File: config.mk
export PLATFORM = sky130hd
export DESIGN_NAME = c1541_gcr_bitstream
export DESIGN_NICKNAME = d
export VERILOG_FILES = /design/src/rtl/c1541_pkg.sv /design/src/rtl/c1541_bitclk.sv /design/src/rtl/c1541_gcr_bitstream.sv
export SDC_FILE = /design/constraint.sdc
export NUM_CORES = 1
export LEC_CHECK = 0
export ABC_AREA = 1
export BUFFER_PORTS_ARGS = -buffer_cell sky130_fd_sc_hd__buf_4
export CORE_UTILIZATION = 40
export DETAILED_ROUTE_END_ITERATION = 16
export GPL_TIMING_DRIVEN = 0
export PLACE_DENSITY = 0.57
export REMOVE_ABC_BUFFERS = 1
export SLEW_MARGIN = 20
export SYNTH_ARGS = -nofsm -noshare
export SYNTH_HDL_FRONTEND = slang
export SYNTH_SLANG_ARGS = --single-unit
File: constraint.sdc
create_clock -name clk -period 5.4 [get_ports clk]
set_clock_uncertainty 0.1 [all_clocks]
set_input_delay 0.54 -clock clk [delete_from_list [all_inputs] [get_ports clk]]
set_output_delay 0.54 -clock clk [all_outputs]
set_load 0.05 [all_outputs]
File: src/rtl/c1541_pkg.sv
// Shared types and constants for the 1541 direct-GCR head emulation.
// A zone selects the bit period; zone 3 is the fastest, outermost density.
package c1541_pkg;

    typedef logic [1:0] zone_t;

    localparam int SYNC_BITS     = 10;
    localparam int GCR_BYTE_BITS = 8;

    // Bit period in ce ticks: (16 - zone) * 4, i.e. 64/60/56/52.
    function automatic logic [6:0] bit_period(input zone_t zone);
        return 7'd64 - {3'd0, zone, 2'b00};
    endfunction

endpackage

File: src/rtl/c1541_bitclk.sv
// Zone bit-rate divider: emits one bit strobe per bit period of ce ticks.
// The zone is sampled only at the wrap, so a bit in flight keeps its length.
module c1541_bitclk
    import c1541_pkg::*;
(
    input  logic  clk,
    input  logic  reset,
    input  logic  ce,
    input  logic  run,
    input  zone_t freq,
    output logic  bit_stb
);

    logic [6:0] div;
    zone_t      zone_q;
    logic       wrap;

    assign wrap    = (div == bit_period(zone_q) - 7'd1);
    assign bit_stb = ce & run & wrap;

    always_ff @(posedge clk) begin
        if (reset) begin
            div    <= '0;
            zone_q <= freq;
        end else if (ce && run) begin
            if (wrap) begin
                div    <= '0;
                zone_q <= freq;
            end else begin
                div <= div + 7'd1;
            end
        end
    end

endmodule

File: src/rtl/c1541_gcr_bitstream.sv
// 1541 head emulation: serialises the GCR track buffer, detects SYNC,
// frames bytes for the drive logic and writes bytes back in write mode.
module c1541_gcr_bitstream
    import c1541_pkg::*;
#(
    parameter int TRK_AW   = 13,
    parameter int BRDY_LEN = 16
) (
    input  logic              clk,
    input  logic              reset,
    input  logic              ce,
    input  logic              mtr,
    input  logic              mode,
    input  logic [1:0]        freq,
    input  logic              busy,
    input  logic [TRK_AW:0]   track_len,
    output logic [TRK_AW-1:0] buf_addr,
    input  logic [7:0]        buf_rdata,
    output logic [7:0]        buf_wdata,
    output logic              buf_we,
    input  logic [7:0]        din,
    output logic [7:0]        dout,
    output logic              sync_n,
    output logic              byte_n
);

    localparam int BW = $clog2(BRDY_LEN + 1);

    logic                 run;
    logic                 bit_stb;
    logic [7:0]           cur_byte;
    logic [SYNC_BITS-1:0] hist;
    logic [SYNC_BITS-1:0] hist_next;
    logic [2:0]           bit_idx;
    logic [2:0]           byte_cnt;
    logic                 mode_q;
    logic                 inc_pend;
    logic                 we_q;
    logic [BW-1:0]        brdy_cnt;
    logic                 in_sync_next;
    logic                 boundary;
    logic [TRK_AW:0]      addr_inc;

    assign run = mtr & ~busy & (track_len != '0);

    c1541_bitclk u_bitclk (
        .clk     (clk),
        .reset   (reset),
        .ce      (ce),
        .run     (run),
        .freq    (freq),
        .bit_stb (bit_stb)
    );

    // The byte framing counter stalls while the head sits inside a SYNC mark.
    assign hist_next    = {hist[SYNC_BITS-2:0], cur_byte[3'd7 - bit_idx]};
    assign in_sync_next = mode_q & (&hist_next);
    assign boundary     = bit_stb & ~in_sync_next
                        & (byte_cnt == 3'(GCR_BYTE_BITS - 1));
    assign addr_inc     = {1'b0, buf_addr} + (TRK_AW + 1)'(1);

    assign sync_n = ~(run & mode_q & (&hist));
    assign byte_n = ~(run & (brdy_cnt != '0));
    assign buf_we = we_q & run;

    always_ff @(posedge clk) begin
        if (reset) begin
            cur_byte  <= '0;
            hist      <= '0;
            bit_idx   <= '0;
            byte_cnt  <= '0;
            mode_q    <= mode;
            inc_pend  <= 1'b0;
            we_q      <= 1'b0;
            brdy_cnt  <= '0;
            dout      <= '0;
            buf_addr  <= '0;
            buf_wdata <= '0;
        end else begin
            we_q <= 1'b0;
            // Address is stable for a whole bit before bit 7 is needed.
            if (bit_idx == 3'd0 && !bit_stb)
                cur_byte <= buf_rdata;
            if (!run) begin
                brdy_cnt <= '0;
            end else begin
                if (ce && brdy_cnt != '0)
                    brdy_cnt <= brdy_cnt - BW'(1);
                if (inc_pend) begin
                    inc_pend <= 1'b0;
                    buf_addr <= (addr_inc >= track_len) ? '0 : addr_inc[TRK_AW-1:0];
                end
                if (bit_stb) begin
                    bit_idx <= bit_idx + 3'd1;
                    if (bit_idx == 3'd7)
                        inc_pend <= 1'b1;
                    if (mode_q)
                        hist <= hist_next;
                    byte_cnt <= in_sync_next ? 3'd0 : byte_cnt + 3'd1;
                    if (boundary) begin
                        brdy_cnt <= BW'(BRDY_LEN);
                        mode_q   <= mode;
                        if (mode_q) begin
                            dout <= hist_next[7:0];
                        end else begin
                            buf_wdata <= din;
                            we_q      <= 1'b1;
                        end
                        if (mode_q && !mode)
                            hist <= '0;
                    end
                end
            end
        end
    end

endmodule

## Word-level counts from Yosys, hierarchy flattened

Cells that the tools add are included.

- Flip-flop bits (word level): 70
- Input port bits: 38
- Output and inout port bits: 32
- Word-level logic and storage cells: 90

- Add/sub/neg operators: 8
- $lt $le $gt $ge: 2
- Equal/unequal tests: 3
- Mux-type cells: 21
- Bitwise gates (word level): 19
- Reductions and logical operators: 24

Operators with widths:

| kind | count |
|---|---|
| $mux W10 | 3 |
| $reduce_and A10 Y1 | 2 |
| $mux W5 | 3 |
| $add A13 B1 Y14 const B | 1 |
| $ge A14 B14 Y1 | 1 |
| $reduce_bool A14 Y1 | 1 |
| $mux W13 | 1 |
| $and A1 B1 Y1 | 11 |
| $reduce_bool A2 Y1 | 5 |
| $mux W1 | 8 |
| $not A1 Y1 | 8 |
| $reduce_and A4 Y1 | 2 |
| $add A7 B1 Y7 const B | 1 |
| $eq A7 B7 Y1 | 1 |
| $mux W7 | 1 |
| $sub A7 B1 Y7 const B | 1 |
| $sub A7 B4 Y7 const A | 1 |
| $add A3 B1 Y3 const B | 2 |
| $eq A3 B3 Y1 const B | 2 |
| $mux W2 | 3 |
| $reduce_and A2 Y1 | 3 |
| $reduce_bool A5 Y1 | 1 |
| $sub A5 B1 Y5 const B | 1 |
| $logic_and A1 B1 Y1 | 4 |
| 9 further kinds | 10 |

## Depth between registers and ports, before layout

- Depth in word-level cells: 12
- Mapped depth: 16
- Gate-level depth less buffers: 16

## Modules after synthesis

Synthesis repeated with hierarchy kept, for this count alone.

- Cells, all modules: 597
- Area total of the unflattened synthesis: 4179.0 um2

Modules (own cells, without submodules):

| module | instances | cells an instance | area each (um2) | sequential area each (um2) |
|---|---|---|---|---|
| c1541_gcr_bitstream | 1 | 526 | 3638.5 | 1231.2 |
| c1541_bitclk | 1 | 71 | 540.5 | 200.2 |

## Worst setup path after synthesis

Ideal clock, no wire load.

- Path type: register -> register
- Start point: register buf_addr[0]
- End point: register buf_addr[12]
- Setup time: 71 ps
- Arrival time: 2783 ps
- Data required time: 5229 ps
- Path slack: 2447 ps
- Stages on the path, launching flop included: 16
- Buffers on the path: 0
- Clock period less this slack: 2953 ps
- Cell sequence: dfxtp_1 > ha_1 > nand3_1 > inv_1 > nand3_1 > o21ai_0 > nand2_1 > inv_1 > ha_1 > nand4_1 > inv_1 > a21oi_1 > nand3_1 > inv_1 > nand2_1 > a21oi_1

- Longest elaborated chain between the ends: 3

Ends and longest elaborated chain:

| item | line | source |
|---|---|---|
| start, declared | c1541_gcr_bitstream.sv:17 | `output logic [TRK_AW-1:0] buf_addr,` |
| start signal, assigned | c1541_gcr_bitstream.sv:91 | `buf_addr <= (addr_inc >= track_len) ? '0 : addr_inc[TRK_AW-1:0];` |
| $add A13 B1 Y14 * | c1541_gcr_bitstream.sv:60 | `assign addr_inc = {1'b0, buf_addr} + (TRK_AW + 1)'(1);` |
| $ge A14 B14 Y1 | c1541_gcr_bitstream.sv:91 |  |
| $mux W13 * | c1541_gcr_bitstream.sv:91 |  |

Mark *: on every way between the ends. The rest lies on a longest branch, timed or not.
A chain may end at the register's enable or synchronous reset.

## Final worst setup path

Same ends and word-level chain as after synthesis.

==> flow_summary.json <==
{
  "dr.pass1.iters": 4,
  "yosysTopAreaCell": "sky130_fd_sc_hd__dfxtp_1",
  "clock_transition_time_at_the_flip_flop_clock_pins_of_the_worst_setup_and_hold_paths_ns": 0.08,
  "cts_repair_resize_count": 0,
  "drv.max_cap_violation_count": 0,
  "place.port_buffers": 69,
  "path_class": "reg -> reg",
  "crit_fanout": 7,
  "postCtsHoldBufs": 0,
  "rsz_0062_raised_after_global_routing": "no",
  "initial_utilization": 0.410,
  "fill_cells": 1030,
  "grt_first_pass_wirelength_um": 15100,
  "cellLeakagePower_nw": 2.29,
  "drv_slew": 0,
  "drt.antenna.violating_nets": 0,
  "synth-seq-cells": 70,
  "post_synth_num_cell_types": 37,
  "pre_cts_slack_ns": 2.19,
  "finalHoldWorstSlack_ns": 0.263,
  "synthToLayoutAreaGrowth_pct": 21.9,
  "max-clock-path-buffers": 2,
  "timing.critical_path.to_type": "flop",
  "core_area_mm2": 0.00973,
  "insertion_delay_ns": 0.35,
  "cts_tree": "done",
  "worstPathRequired_ns": 5.58,
  "grt_antenna_before_repair": 0,
  "gp_congestion": 0.841,
  "num_vias": 3662,
  "synthCells": 589,
  "p_per_area_mw_per_mm2": 240,
  "dominant_register_cell_in_the_synthesized_netlist": "sky130_fd_sc_hd__dfxtp_1",
  "cts_made_buffers": 9,
  "cts-htree-levels": 3,
  "tns_ns": 0,
  "final_net_count": 716,
  "timing.critical_path.from_type": "flop",
  "vias_per_cell": 4.61,
  "max_freq_mhz": 311,
  "maximum_number_of_pins_on_one_net_before_global_route_repair": 43,
  "finalWorstPathRequiredPeriod_ns": 3.21,
  "final_area_mm2": 0.00486,
  "fin_crit_sh": 0.595,
  "wl_cell_um": 11.0,
  "worst-slew-pin-transition_ns": 0.702,
  "first_global_vias": 3348,
  "fp.dieArea_mm2": 0.0104,
  "yosys.area.top_type_share": 0.336,
  "drive_gt1_frac": 0.166,
  "clock_sinks": 70,
  "hp-class": "in -> reg",
  "layout_setup_ws_ns": 2.19,
  "synth_area_per_cell_um2": 6.77,
  "place_hpwl_um": 6420,
  "ios": 70,
  "cts.repair_timing.setup_buffer_count": 0,
  "synth_edf_count": 3,
  "width_of_the_die_um": 102,
  "netlist_area_pre_place_mm2": 0.00399,
  "setup_violations": 0,
  "dpl-instance-area_mm2": 0.00459,
  "timing.final.hold_violations": 0,
  "first_iter_violations": 108,
  "ys_async_sr_fraction": 0,
  "layout.cells.most_common": "sky130_fd_sc_hd__nand2_1",
  "outcome": "finished, final reports clean",
  "die_h_um": 102,
  "cp.arrival_ns": 3.39,
  "clock_tree.root_cell": "sky130_fd_sc_hd__clkbuf_8",
  "peakVddDrop_uv": 116,
  "drc": 0,
  "maxSlewHeadroom": 0.531,
  "drt-total-wl_um": 8740,
  "grt.overflow.total": 0,
  "grt_util_overall": 0.183,
  "rows": 36,
  "layout_common_cells": "156 x sky130_fd_sc_hd__nand2_1, 97 x sky130_fd_sc_hd__nor2_1, 80 x sky130_fd_sc_hd__inv_1, 69 x sky130_fd_sc_hd__buf_4, 67 x sky130_fd_sc_hd__dfxtp_1",
  "num_antenna_cells": 0,
  "synth.yosys.warnings": 0,
  "ranking_of_synthesized_cells_by_area": "sky130_fd_sc_hd__dfxtp_1 34%, sky130_fd_sc_hd__nand2_1 15%, sky130_fd_sc_hd__nor2_1 9.1%",
  "synth.yosys.seq_area_share": 0.359
}
area by class of cell:
type | instances | area (um^2) | share of cell area
clock buffer | 10 | 138 | 0.0283
clock inverter | 6 | 133 | 0.0273
inverter | 87 | 329 | 0.0677
multi-input combinational | 419 | 2150 | 0.442
sequential | 70 | 1430 | 0.294
tap | 133 | 166 | 0.0342
timing repair buffer | 69 | 518 | 0.107
sequential cells by signal (all words and copies together), names as in the netlist:
| name | cells |
|---|---|
| u_bitclk.zone_q | 2 |
| cur_byte | 8 |
| dout | 8 |
| u_bitclk.div | 7 |
| byte_cnt | 3 |
| hist | 10 |
| brdy_cnt | 5 |
| mode_q | 1 |
| bit_idx | 3 |
| buf_wdata | 8 |
| inc_pend | 1 |
| buf_addr | 13 |
| we_q | 1 |
kinds of logic after synthesis:
family | Yosys count | synth area share
xor+xnor | 12 | 0.0264
compound gates | 63 | 0.0897
flops | 70 | 0.359
simple gates | 321 | 0.350
buf+inv | 100 | 0.103
fa+ha+maj | 22 | 0.0690
mux | 1 | 0.00282
worst max-delay path, cell delays in order (launching register included):
cell and delay [ns]:
sky130_fd_sc_hd__dfxtp_1 0.50, sky130_fd_sc_hd__ha_1 0.24, sky130_fd_sc_hd__nand3_1 0.17, sky130_fd_sc_hd__inv_1 0.13, sky130_fd_sc_hd__nand3_1 0.11, sky130_fd_sc_hd__o21ai_0 0.18
sky130_fd_sc_hd__nand2_1 0.09, sky130_fd_sc_hd__inv_1 0.07, sky130_fd_sc_hd__ha_1 0.23, sky130_fd_sc_hd__nand4_1 0.15, sky130_fd_sc_hd__inv_1 0.06, sky130_fd_sc_hd__a21oi_1 0.40
sky130_fd_sc_hd__nand3_1 0.28, sky130_fd_sc_hd__inv_1 0.24, sky130_fd_sc_hd__nand2_1 0.08, sky130_fd_sc_hd__a21oi_1 0.12
report_power, final:
part | total (mW) | switching [mW] | internal (mW)
Clock | 0.571 | 0.206 | 0.365
Combinational | 0.0668 | 0.0368 | 0.0300
Sequential | 0.532 | 0.00560 | 0.526
stage by stage:
| stage | std cells | util | power (mW) |
|---|---|---|---|
| 4_1_cts | 794 | 0.500 | 1.18 |
| 2_1_floorplan | 576 | - | 0.576 |
| 3_5_place_dp | 778 | 0.472 | 0.612 |
| 5_1_grt | 794 | 0.500 | 1.22 |
| 6_report | 794 | 0.500 | 1.17 |
| 3_3_place_gp | 778 | 0.472 | 0.610 |
routing by layer:
metal / vias to the layer above / track usage / wire length (um)
met3: 8 / 0.0328 / 337
met4: 0 / 0.0626 / 79
li1: 1985 / - / -
met2: 69 / 0.298 / 3960
met1: 1600 / 0.243 / 4360
met5: - / 0 / 0
final timing paths:
path	slack (ns)	cells past startpoint	endpoint	startpoint
min reg2reg	0.37	2	byte_cnt[1]	byte_cnt[1]
min	0.26	1	u_bitclk.zone_q[1]	freq[1]
max reg2reg	2.19	15	buf_addr[12]	buf_addr[0]
max	2.19	15	buf_addr[12]	buf_addr[0]
synthesized netlist by cell type (all sizes together), types with 2 or more instances:
master	instances
edfxtp	3
nand2	156
nand4	13
nor2	102
inv	86
and2	2
xor2	9
o21ai	23
o21a	3
xnor2	3
o21bai	2
clkbuf	5
ha	22
buf	8
dfxtp	67
nor3	9
a21oi	32
nand3	35
Note: power is estimated with default switching activity, not from simulation.
